[src/rtl/regfile_pkg.sv]
// Shared register-file types and sizes.
// Used by the operand fetch stage and its scoreboard.
package regfile_pkg;

  localparam int DW           = 64;
  localparam int AW           = 5;
  localparam int NREG         = 2 ** AW;
  localparam int MAX_INFLIGHT = 8;

  typedef logic [AW-1:0] reg_addr_t;
  typedef logic [DW-1:0] reg_data_t;

endpackage

[src/rtl/reg_scoreboard.sv]
// Busy-register scoreboard with an inflight write counter.
// Ports: clk, rst, set_en/set_idx, clr_en/clr_idx in; busy, full, clr_hit out.
module reg_scoreboard
  import regfile_pkg::*;
#(
  parameter int AW           = regfile_pkg::AW,
  parameter int MAX_INFLIGHT = regfile_pkg::MAX_INFLIGHT
) (
  input  logic              clk,
  input  logic              rst,
  input  logic              set_en,
  input  logic [AW-1:0]     set_idx,
  input  logic              clr_en,
  input  logic [AW-1:0]     clr_idx,
  output logic [2**AW-1:0]  busy,
  output logic              full,
  output logic              clr_hit
);

  localparam int CW = $clog2(MAX_INFLIGHT + 1);
  localparam logic [CW-1:0] CMAX = CW'(MAX_INFLIGHT);

  logic [2**AW-1:0] busy_q, busy_d;
  logic [CW-1:0]    cnt_q, cnt_d;

  assign busy = busy_q;
  assign full = (cnt_q == CMAX);

  always_comb begin
    // A writeback only counts when it retires a tracked write.
    clr_hit = clr_en && busy_q[clr_idx];
    busy_d  = busy_q;
    if (clr_hit)
      busy_d[clr_idx] = 1'b0;
    // Set after clear: same-index collision leaves the bit set.
    if (set_en)
      busy_d[set_idx] = 1'b1;
    cnt_d = cnt_q;
    if (set_en && !clr_hit && cnt_q != CMAX)
      cnt_d = cnt_q + 1'b1;
    else if (clr_hit && !set_en && cnt_q != '0)
      cnt_d = cnt_q - 1'b1;
  end

  always_ff @(posedge clk) begin
    if (rst) begin
      busy_q <= '0;
      cnt_q  <= '0;
    end else begin
      busy_q <= busy_d;
      cnt_q  <= cnt_d;
    end
  end

endmodule

[src/rtl/operand_fetch.sv]
// Operand fetch stage: reads sources, forwards writeback, stalls on hazards.
// Ports: in_* handshake, rf*_addr/data bank, wb_* bypass, out_* registered bundle.
module operand_fetch
  import regfile_pkg::*;
#(
  parameter int DW           = regfile_pkg::DW,
  parameter int AW           = regfile_pkg::AW,
  parameter int MAX_INFLIGHT = regfile_pkg::MAX_INFLIGHT
) (
  input  logic          clk,
  input  logic          rst,
  input  logic          in_valid,
  output logic          in_ready,
  input  logic [AW-1:0] in_srcA,
  input  logic [AW-1:0] in_srcB,
  input  logic [AW-1:0] in_dst,
  input  logic          in_wen,
  output logic [AW-1:0] rfA_addr,
  output logic [AW-1:0] rfB_addr,
  input  logic [DW-1:0] rfA_data,
  input  logic [DW-1:0] rfB_data,
  input  logic          wb_valid,
  input  logic [AW-1:0] wb_addr,
  input  logic [DW-1:0] wb_data,
  output logic          out_valid,
  input  logic          out_ready,
  output logic [DW-1:0] out_opA,
  output logic [DW-1:0] out_opB,
  output logic [AW-1:0] out_dst,
  output logic          out_wen
);

  logic [2**AW-1:0] busy;
  logic             full;
  logic             clr_hit;

  logic          fwd_a, fwd_b, fwd_d;
  logic          hazard, accept;
  logic [DW-1:0] op_a, op_b;

  logic          valid_q, valid_d;
  logic [DW-1:0] opa_q, opa_d;
  logic [DW-1:0] opb_q, opb_d;
  logic [AW-1:0] dst_q, dst_d;
  logic          wen_q, wen_d;

  assign rfA_addr = in_srcA;
  assign rfB_addr = in_srcB;

  always_comb begin
    fwd_a = wb_valid && (wb_addr == in_srcA);
    fwd_b = wb_valid && (wb_addr == in_srcB);
    fwd_d = wb_valid && (wb_addr == in_dst);
    op_a  = fwd_a ? wb_data : rfA_data;
    op_b  = fwd_b ? wb_data : rfB_data;
    // A full scoreboard still admits a write if a slot frees this cycle.
    hazard = in_valid && (
               (busy[in_srcA] && !fwd_a) ||
               (busy[in_srcB] && !fwd_b) ||
               (in_wen && busy[in_dst] && !fwd_d) ||
               (in_wen && full && !clr_hit));
    in_ready = !rst && !hazard && (!valid_q || out_ready);
    accept   = in_valid && in_ready;
  end

  reg_scoreboard #(
    .AW           (AW),
    .MAX_INFLIGHT (MAX_INFLIGHT)
  ) u_sb (
    .clk     (clk),
    .rst     (rst),
    .set_en  (accept && in_wen),
    .set_idx (in_dst),
    .clr_en  (wb_valid),
    .clr_idx (wb_addr),
    .busy    (busy),
    .full    (full),
    .clr_hit (clr_hit)
  );

  always_comb begin
    valid_d = valid_q;
    opa_d   = opa_q;
    opb_d   = opb_q;
    dst_d   = dst_q;
    wen_d   = wen_q;
    if (accept) begin
      valid_d = 1'b1;
      opa_d   = op_a;
      opb_d   = op_b;
      dst_d   = in_dst;
      wen_d   = in_wen;
    end else if (out_ready) begin
      valid_d = 1'b0;
    end
  end

  always_ff @(posedge clk) begin
    if (rst) begin
      valid_q <= 1'b0;
      opa_q   <= '0;
      opb_q   <= '0;
      dst_q   <= '0;
      wen_q   <= 1'b0;
    end else begin
      valid_q <= valid_d;
      opa_q   <= opa_d;
      opb_q   <= opb_d;
      dst_q   <= dst_d;
      wen_q   <= wen_d;
    end
  end

  assign out_valid = valid_q;
  assign out_opA   = opa_q;
  assign out_opB   = opb_q;
  assign out_dst   = dst_q;
  assign out_wen   = wen_q;

endmodule

[config.mk]
export PLATFORM = sky130hd
export DESIGN_NAME = operand_fetch
export DESIGN_NICKNAME = d
export VERILOG_FILES = /design/src/rtl/regfile_pkg.sv /design/src/rtl/reg_scoreboard.sv /design/src/rtl/operand_fetch.sv
export SDC_FILE = /design/constraint.sdc
export NUM_CORES = 1
export LEC_CHECK = 0
export CAP_MARGIN = 20
export CORE_AREA = 2 2 122 183
export CTS_CLUSTER_SIZE = 12
export DETAILED_ROUTE_END_ITERATION = 10
export DIE_AREA = 0 0 124 185
export PLACE_DENSITY = 0.81
export SLEW_MARGIN = 20
export SYNTH_ARGS = -nofsm -noshare
export SYNTH_HDL_FRONTEND = slang
export SYNTH_SLANG_ARGS = --single-unit
export TNS_END_PERCENT = 100
[constraint.sdc]
create_clock -name clk -period 5.2 [get_ports clk]
set_input_delay 0.78 -clock clk [delete_from_list [all_inputs] [get_ports clk]]
set_output_delay 0.78 -clock clk [all_outputs]
set_load 0.1 [all_outputs]
# Yosys cells after proc, flatten, opt, wreduce, memory -nomap -nowiden
# Index checks and enable logic that the tools add are counted.
# totals
word_cells,79
regBits,171
out_inout_bits,146
in_bits,218
# classes
eq_ne,5
n_lt_le_gt_ge,6
n_addsub,2
bitwise,3
reduce_logical,36
mux,20
# ops
cell,n
64-bit two-way mux,2
32-bit two-way mux,2
32-bit bitwise AND,1
32-bit NOT,1
32-bit bitwise OR,1
"5-bit by 6-bit less-than comparator with 1-bit output, second input constant",4
1-bit logical AND,21
1-bit binary-select mux with 5-bit select,4
5-bit == test,3
1-bit demux with 5-bit select,2
"5-bit by 1-bit >= comparator with 1-bit output, second input constant",2
1-bit logical NOT,8
1-bit two-way mux,8
4-bit two-way mux,2
"4-bit by 1-bit adder with 4-bit output, second input constant",1
"4-bit == test, second input constant",1
1-bit logical OR,4
"4-bit != test, second input constant",1
2-bit nonzero test,2
4-bit nonzero test,1
"4-bit by 1-bit subtractor with 4-bit output, second input constant",1

# Depth between registers and ports, before layout
# Gate-level depths: netlist (run 1).
# logic_depth
depth_word,18
depth_mapped,15
ltp_nobuf,13

# By module
# Synthesis (run 1) repeated with hierarchy kept, for this count alone.
# unflattened
cells_unflattened,935
area_unflattened_um2,9671.8
# modules_own_cells
mod,cells_per_inst,area_per_inst_um2,seq_area_each_um2,n_inst
operand_fetch,677,7513.5,2702.6,1
reg_scoreboard,258,2158.3,720.7,1

# Least setup slack after synthesis (run 1)
# No wires, ideal clock.
# synth_timing
kind,in2out
startpoint,input in_dst[0]
endpoint,output in_ready
n_path_buf,2
t_arrival_ns,4.838
required_ns,4.420
setup_slack_ns,-0.418
stages,9
path_cell_list,buf_2 > buf_2 > mux4_2 > a22o_1 > a31oi_1 > a21oi_1 > or3_1 > a31o_2 > a21boi_0
# synth_between
elab_chain_cells,10
word_cells_on_any_way,13
classes_between,eq/ne: 1; mux: 2; reduce/logical: 10
# synth_lines
element,line_no,text
start: declaration,operand_fetch.sv:16,"input logic [AW-1:0] in_dst,"
1-bit binary-select mux with 5-bit select / 5-bit == test (equally long branches),"operand_fetch.sv:60, operand_fetch.sv:53",
1-bit two-way mux (not written as such) / 1-bit logical AND (equally long branches),"operand_fetch.sv:60, operand_fetch.sv:53",
1-bit logical AND / 1-bit logical NOT (equally long branches),operand_fetch.sv:60,(in_wen && busy[in_dst] && !fwd_d) ||
1-bit logical AND *,operand_fetch.sv:60,
1-bit logical OR *,operand_fetch.sv:59,(busy[in_srcB] && !fwd_b) ||
1-bit logical OR *,operand_fetch.sv:60,
1-bit logical AND *,operand_fetch.sv:57,hazard = in_valid && (
1-bit logical NOT *,operand_fetch.sv:62,in_ready = !rst && !hazard && (!valid_q || out_ready);
1-bit logical AND * (2 in series),operand_fetch.sv:62,
end: declaration,operand_fetch.sv:13,"output logic in_ready,"
# Mark *: on every way between the ends. The rest lies on a longest branch, timed or not. The select of a mux whose other input is x is not followed.

# Worst setup path after layout (run 1)
# layout_timing
startpoint,input in_srcB[1]
endpoint,output in_ready
# layout_between
elab_chain_cells,11
word_cells_on_any_way,13
classes_between,eq/ne: 1; mux: 2; reduce/logical: 10
# layout_lines
element,line_no,text
start: declaration,operand_fetch.sv:15,"input logic [AW-1:0] in_srcB,"
"parallel branches: the longest is 3 deep, another holds 1-bit binary-select mux with 5-bit select",-,
1-bit logical AND *,operand_fetch.sv:59,
1-bit logical OR *,operand_fetch.sv:58,(busy[in_srcA] && !fwd_a) ||
1-bit logical OR *,operand_fetch.sv:59,
1-bit logical OR *,operand_fetch.sv:60,
1-bit logical AND *,operand_fetch.sv:57,
1-bit logical NOT *,operand_fetch.sv:62,
1-bit logical AND * (2 in series),operand_fetch.sv:62,
# Mark *: on every way between the ends. The select of a mux whose other input is x is not followed.

==> run_results.csv, run 1 <==
group,metric,value,unit
sta,slew_violations,0,
final_layout,nets,1494,
floorplanning,core,21500,sq um
yosys,ys.flop_type,"dfxtp_1",
clocking,cts_tree,"built",
sta,tns,0,ns
sta,clock_skew,0.00766,ns
clocking,cts_resized,0,
floorplanning,initial_core_util,0.439,
clocking,ctsHoldBuffers,0,
clocking,cts_setup_buffers,0,
yosys,yosysSeqAreaShare,0.363,
floorplanning,die_area,22900,sq um
yosys,synth-edff-count,0,
floorplanning,die_h,185,microns
place,place.detailed.hpwl,24800,microns
clocking,htreeDepth,4,
detailed_routing,wl,33200,microns
yosys,synth_area_leaders,"dfxtp_1, mux2i_1, a211oi_2",
yosys,synthArstFlopShare,0,
worst_setup_path,cp-start-kind,"input port",
power_and_ir_drop,p_int,2.50,mW
final_layout,final_core_util,0.641,
clocking,cts.clk_slew.worst_paths,0.07,ns
place,port_buffers,363,
worst_setup_path,worstSetupEndpointType,"primary output",
clocking,clk_latency,0.43,ns
flow_run,maxCapViolCount,0,
worst_setup_path,critical-path-top-delay-family,"buffers and inverters",
detailed_routing,wl_per_cell,21.2,microns
clocking,cts_sinks,171,
power_and_ir_drop,power_frac_clock,0.329,
yosys,synth.distinct_cells,55,
clocking,root_buffer,"clkbuf_16",
sta,fmax,0.217,GHz
power_and_ir_drop,power-per-cell-area,284,nW/um^2
clocking,numCtsBuffers,17,
final_layout,area_delta_synth_final,46.2,%
yosys,synthesis.instances,967,
power_and_ir_drop,combPwrFrac,0.309,
sta,layout_min_cycle_time,4.61,ns
worst_setup_path,worst_ep_required_time,4.42,ns
sta,rsz0062_at_grt,"false",
floorplanning,pin_count,364,
power_and_ir_drop,leakage,5.50,nW
floorplanning,rows,66,
global_routing,antenna_found_initial,10,
global_routing,grt_overflow,0,
yosys,syn_area,9420,sq um
worst_setup_path,crit_buf_inv,3,
floorplanning,die_w,124,microns
yosys,ys_warn_count,0,
detailed_routing,postRouteAntennaNets,0,
sta,hold_viol,0,
place,gp_congestion,0.983,
yosys,synth_top_area_frac,0.363,
global_routing,grt_usage,0.279,
yosys,yosysMostFrequentCell,"dfxtp_1",
detailed_routing,vias_per_cell,5.67,
yosys,synth-seq-cells,171,
global_routing,grt_first_pass_wirelength,48800,microns
power_and_ir_drop,switchingPower,1.41,mW
yosys,synth_top_area_cell,"dfxtp_1",
power_and_ir_drop,p_sw_frac,0.360,
sta,maxSlewHeadroom,0.257,
detailed_routing,first_pass_iters,5,
detailed_routing,drt_first_iter_violations,557,
detailed_routing,vias,8865,
hold_path,hold_path_class,"reg -> reg",
worst_setup_path,crit_type,"in -> out",
power_and_ir_drop,vdd_drop_max,0.229,mV
worst_setup_path,arrival,3.83,ns
sta,worst_slew_pin_slew,1.11,ns
power_and_ir_drop,sequentialPowerShare,0.362,
yosys,syn_avg_cell_area,9.74,sq um
worst_setup_path,critPathMaxFanout,13,
global_routing,grt_max_degree,98,
clocking,clockBufferDepth,2,
worst_setup_path,crit_chain,"clkdlybuf4s50_1, buf_4, mux4_2, mux2i_1, o21bai_1, o2111a_1, or3_1, a31o_2, a21boi_1, buf_12",
detailed_routing,remaining_drc_errors,0,
sta,finalSetupViolCount,0,
yosys,synth_nets,1188,
status,status,"completed",
global_routing,grt_pass1_vias,8593,
final_layout,drive_gt1_frac,0.121,
sta,period_share,0.887,
yosys,synth_common_cells,"dfxtp_1, mux2i_1, nor2_1, a211oi_1, a211oi_2",
worst_setup_path,crit_slowest_cell,"mux4_2",
worst_setup_path,slowest_delay,0.53,ns
[placed cells by master (no fill, tap or decap), types with 5 or more instances in the layout]
| master | synthesis | final |
|---|---|---|
| nor2b_1 | 39 | 39 |
| o21ai_0 | 27 | 27 |
| a211oi_2 | 60 | 60 |
| mux2i_1 | 157 | 157 |
| a21oi_1 | 7 | 7 |
| nand2_1 | 23 | 23 |
| clkbuf_16 | 0 | 17 |
| a211oi_1 | 70 | 70 |
| o41ai_1 | 7 | 7 |
| nand3b_1 | 6 | 6 |
| buf_12 | 0 | 6 |
| o31ai_1 | 34 | 34 |
| nand2b_1 | 7 | 7 |
| mux2_2 | 9 | 9 |
| xor2_1 | 8 | 8 |
| xnor2_1 | 8 | 8 |
| dfxtp_1 | 171 | 171 |
| mux4_2 | 20 | 20 |
| clkdlybuf4s50_1 | 0 | 361 |
| nor2_1 | 144 | 144 |
| diode_2 | 0 | 6 |
| buf_4 | 19 | 21 |
| nor4_1 | 5 | 5 |
| nand3_1 | 13 | 11 |
[power by group through the flow]
stage / logic, mW / registers, mW / clock network, mW
3_3_place_gp: 1.19 / 1.44 / 0
3_5_place_dp: 1.20 / 1.44 / 0
4_1_cts: 1.21 / 1.41 / 1.31
2_1_floorplan: 0.344 / 1.91 / 0
6_report: 1.21 / 1.41 / 1.28
5_1_grt: 1.26 / 1.42 / 1.37
[area by class of cell]
cell class,count,area (sq um)
clock buffers,19,443
multi-input cells,690,5500
diodes,6,15.0
well taps,272,340
fillers,1732,7700
inverters,4,15.0
clock inverters,12,138
repair buffers,389,3900
flip-flops and latches,171,3420
[stage by stage]
stage | hold slack (ns) | instance area, sq um | instances | power [mW] | worst slack (ns)
3_3_place_gp | 0.470 | 13200 | 1526 | 2.63 | 0.514
3_5_place_dp | 0.478 | 13200 | 1526 | 2.65 | 0.431
6_report | 0.489 | 13800 | 1563 | 3.90 | 0.587
2_1_floorplan | 0.479 | 9420 | 967 | 2.25 | 0.321
4_1_cts | 0.491 | 13800 | 1557 | 3.93 | 0.597
5_1_grt | 0.522 | 13800 | 1560 | 4.05 | 0.476
[state kept, by name, summed over array words and instances (netlist names)]
register	count
out_opA	64
out_opB	64
u_sb.busy	32
out_dst	5
u_sb.cnt_q	4
out_valid	1
out_wen	1
[path summary, 6_finish.rpt]
path | start | to | slack (ns) | depth (start not counted)
setup reg to reg | u_sb.busy[14] | u_sb.cnt_q[3] | 1.52 | 14
hold reg to reg | out_wen | out_wen | 0.49 | 2
setup / recovery | in_srcB[1] | in_ready | 0.59 | 10
hold / removal | out_wen | out_wen | 0.49 | 2
[kinds of logic (layout without fill, tap and decap cells)]
group / Yosys count / in the layout / synth area share
xor+xnor: 16 / 16 / 0.0149
flops: 171 / 171 / 0.363
mux: 186 / 186 / 0.225
buf+inv: 106 / 424 / 0.0579
fa+ha+maj: 3 / 3 / 0.00478
simple gates: 253 / 253 / 0.123
other cells: 0 / 6 / 0
compound gates: 232 / 232 / 0.211
[routing by layer]
metal | wire length, microns | vias up | track usage
li1 | - | 4191 | -
met3 | 3150 | 104 | 0.0973
met1 | 12100 | 4178 | 0.304
met4 | 1480 | 6 | 0.147
met2 | 16400 | 386 | 0.472
met5 | 44 | - | 0
[worst register-to-register path: cells and delay by family, from the launching register on]
| family | cells | cell delay [ns] |
|---|---|---|
| simple gates | 4 | 0.93 |
| fa+ha+maj | 1 | 0.29 |
| flops | 1 | 0.38 |
| compound gates | 7 | 1.28 |
| mux | 1 | 0.48 |
| buf+inv | 1 | 0.22 |
Power figures use the tool's default switching activity.
==> run 2, diff against run 1 <==
--- a/config.mk
+++ b/config.mk
@@ -7,6 +7,7 @@
 export LEC_CHECK = 0
 export CAP_MARGIN = 20
 export CORE_AREA = 2 2 122 183
+export CTS_BUF_LIST = sky130_fd_sc_hd__clkbuf_8
 export CTS_CLUSTER_SIZE = 12
 export DETAILED_ROUTE_END_ITERATION = 10
 export DIE_AREA = 0 0 124 185
==> run 2 against run 1 <==
Die area did not move. Fmax grew 0.47%. Count of clock-buffer cells in the layout decreased by 1. Non-clock buffer count unchanged. Sequential power is essentially flat. Flip-flop and latch count did not move. Core utilization down 0.90 points. Design area shrank 1.4%. Largest cell class unchanged. Highest routed layer unchanged.
==> run_results.csv, run 2 (synthesis results as in run 1) <==
group,metric,value,unit
status,status,"completed",
worst_setup_path,worst_ep_required_time,4.42,ns
place,gp_congestion,0.983,
power_and_ir_drop,power-per-cell-area,264,nW/um^2
worst_setup_path,slowest_delay,0.75,ns
sta,worst_slew_pin_slew,1.16,ns
clocking,clockBufferDepth,2,
clocking,ctsHoldBuffers,0,
power_and_ir_drop,leakage,5.42,nW
clocking,cts_resized,0,
final_layout,drive_gt1_frac,0.121,
detailed_routing,postRouteAntennaNets,0,
flow_run,maxCapViolCount,0,
worst_setup_path,worstSetupEndpointType,"primary output",
detailed_routing,vias,8889,
global_routing,grt_first_pass_wirelength,48900,microns
worst_setup_path,r2r_slack,1.43,ns
worst_setup_path,crit_slowest_cell,"clkdlybuf4s50_1",
clocking,cts.clk_slew.worst_paths,0.09,ns
worst_setup_path,rr_worst_depth,14,
floorplanning,rows,66,
detailed_routing,drt_first_iter_violations,617,
global_routing,grt_overflow,0,
sta,period_share,0.883,
clocking,root_buffer,"clkbuf_8",
detailed_routing,remaining_drc_errors,0,
worst_setup_path,crit-reg2reg-capture,"u_sb.cnt_q[3]",
detailed_routing,first_pass_iters,5,
global_routing,grt_usage,0.279,
sta,rsz0062_at_grt,"false",
sta,maxSlewHeadroom,0.226,
place,place_area,13200,sq um
final_layout,area_delta_synth_final,44.1,%
detailed_routing,vias_per_cell,5.69,
clocking,clk_latency,0.46,ns
sta,slew_violations,0,
global_routing,antenna_found_initial,10,
sta,layout_min_cycle_time,4.59,ns
floorplanning,die_h,185,microns
power_and_ir_drop,vdd_drop_max,0.155,mV
worst_setup_path,reg2reg_from,"u_sb.busy[14]",
hold_path,hp-start,"out_wen",
place,place.detailed.hpwl,24800,microns
sta,hold_viol,0,
final_layout,seqCellArea,3420,sq um
floorplanning,die_w,124,microns
clocking,cts_sinks,171,
global_routing,grt_max_degree,98,
final_layout,nFillCells,1755,
floorplanning,core,21500,sq um
hold_path,min_to,"out_wen",
sta,clock_skew,0.00938,ns
power_and_ir_drop,power.total,3.58,mW
sta,fmax,0.218,GHz
detailed_routing,wl,33400,microns
sta,tns,0,ns
worst_setup_path,crit_type,"in -> out",
final_layout,fin_area,13600,sq um
worst_setup_path,cp-start-kind,"input port",
final_layout,multi_input_area,5500,sq um
clocking,cts_setup_buffers,0,
floorplanning,die_area,22900,sq um
clocking,htreeDepth,4,
global_routing,grt_pass1_vias,8596,
place,port_buffers,363,
hold_path,hold_path_class,"reg -> reg",
clocking,cts_tree,"built",
worst_setup_path,crit_chain,"clkdlybuf4s50_1, or3b_2, o32ai_1, a21oi_1, o221ai_1, o21ai_1, buf_4, a31o_2, a21boi_1, buf_12",
floorplanning,pin_count,364,
final_layout,nets,1494,
floorplanning,initial_core_util,0.439,
clocking,numCtsBuffers,17,
final_layout,layout_common_cells,"clkdlybuf4s50_1, dfxtp_1, mux2i_1, nor2_1, a211oi_1",
worst_setup_path,arrival,3.81,ns
worst_setup_path,critPathMaxFanout,16,
hold_path,hold_depth,2,
final_layout,final_common_cell,"clkdlybuf4s50_1",
sta,finalSetupViolCount,0,
detailed_routing,wl_per_cell,21.4,microns
## run 2: cell types whose count changed in the layout (fill, tap and decap cells not counted), sizes merged
cell / previous run / this run
diode: 6 / 5
clkbuf: 19 / 18
inv: 8 / 9
## run 2: per-stage QoR
stage | setup WS (ns) | hold slack, ns | cells | util
2_1_floorplan | 0.321 | 0.479 | 967 | -
4_1_cts | 0.619 | 0.495 | 1557 | 0.632
6_report | 0.609 | 0.492 | 1562 | 0.632
3_3_place_gp | 0.514 | 0.470 | 1526 | 0.614
5_1_grt | 0.476 | 0.526 | 1560 | 0.632
3_5_place_dp | 0.431 | 0.478 | 1526 | 0.614
## run 2: report_power, final
part,switching [mW],internal (mW),total (mW)
combinational,0.812,0.397,1.21
sequential,0.0364,1.38,1.41
clock,0.517,0.441,0.958
## run 2: worst max-delay path by stage
stage                    start            end  slack, ns  cells past startpoint
CTS                 in_srcB[1]       in_ready       0.62                     10
detailed placement  in_srcB[1]  u_sb.cnt_q[3]       0.43                     16
global route         in_dst[0]       in_ready       0.48                     10
floorplan            in_dst[0]       in_ready       0.32                      9
finish              wb_addr[4]       in_ready       0.61                     10
global placement    in_srcB[1]  u_sb.cnt_q[3]       0.51                     16
## run 2: routing by layer
metal  vias up  wire length [microns]  share of wire  global-route usage
li1       4184                      -              -                   -
met1      4203                  12200           0.37               0.305
met2       391                  16600           0.50               0.475
met3       101                   3210          0.096              0.0985
met4        10                   1300          0.039               0.133
met5         -                     65         0.0019                   0
## run 2: worst max-delay path, delay by kind of cell
| family | cells | cell delay (ns) |
|---|---|---|
| buffers and inverters | 3 | 1.21 |
| AOI/OAI and AO/OA | 6 | 1.19 |
| and+or+nand+nor | 1 | 0.62 |
## run 2: area by class of cell
class / instances / area share
Multi-Input combinational cell: 690 / 0.405
Clock buffer: 18 / 0.0182
Tap cell: 272 / 0.0251
Timing Repair Buffer: 389 / 0.287
Antenna cell: 5 / 0.000921
Sequential cell: 171 / 0.252
Inverter: 4 / 0.00111
Clock inverter: 13 / 0.0104
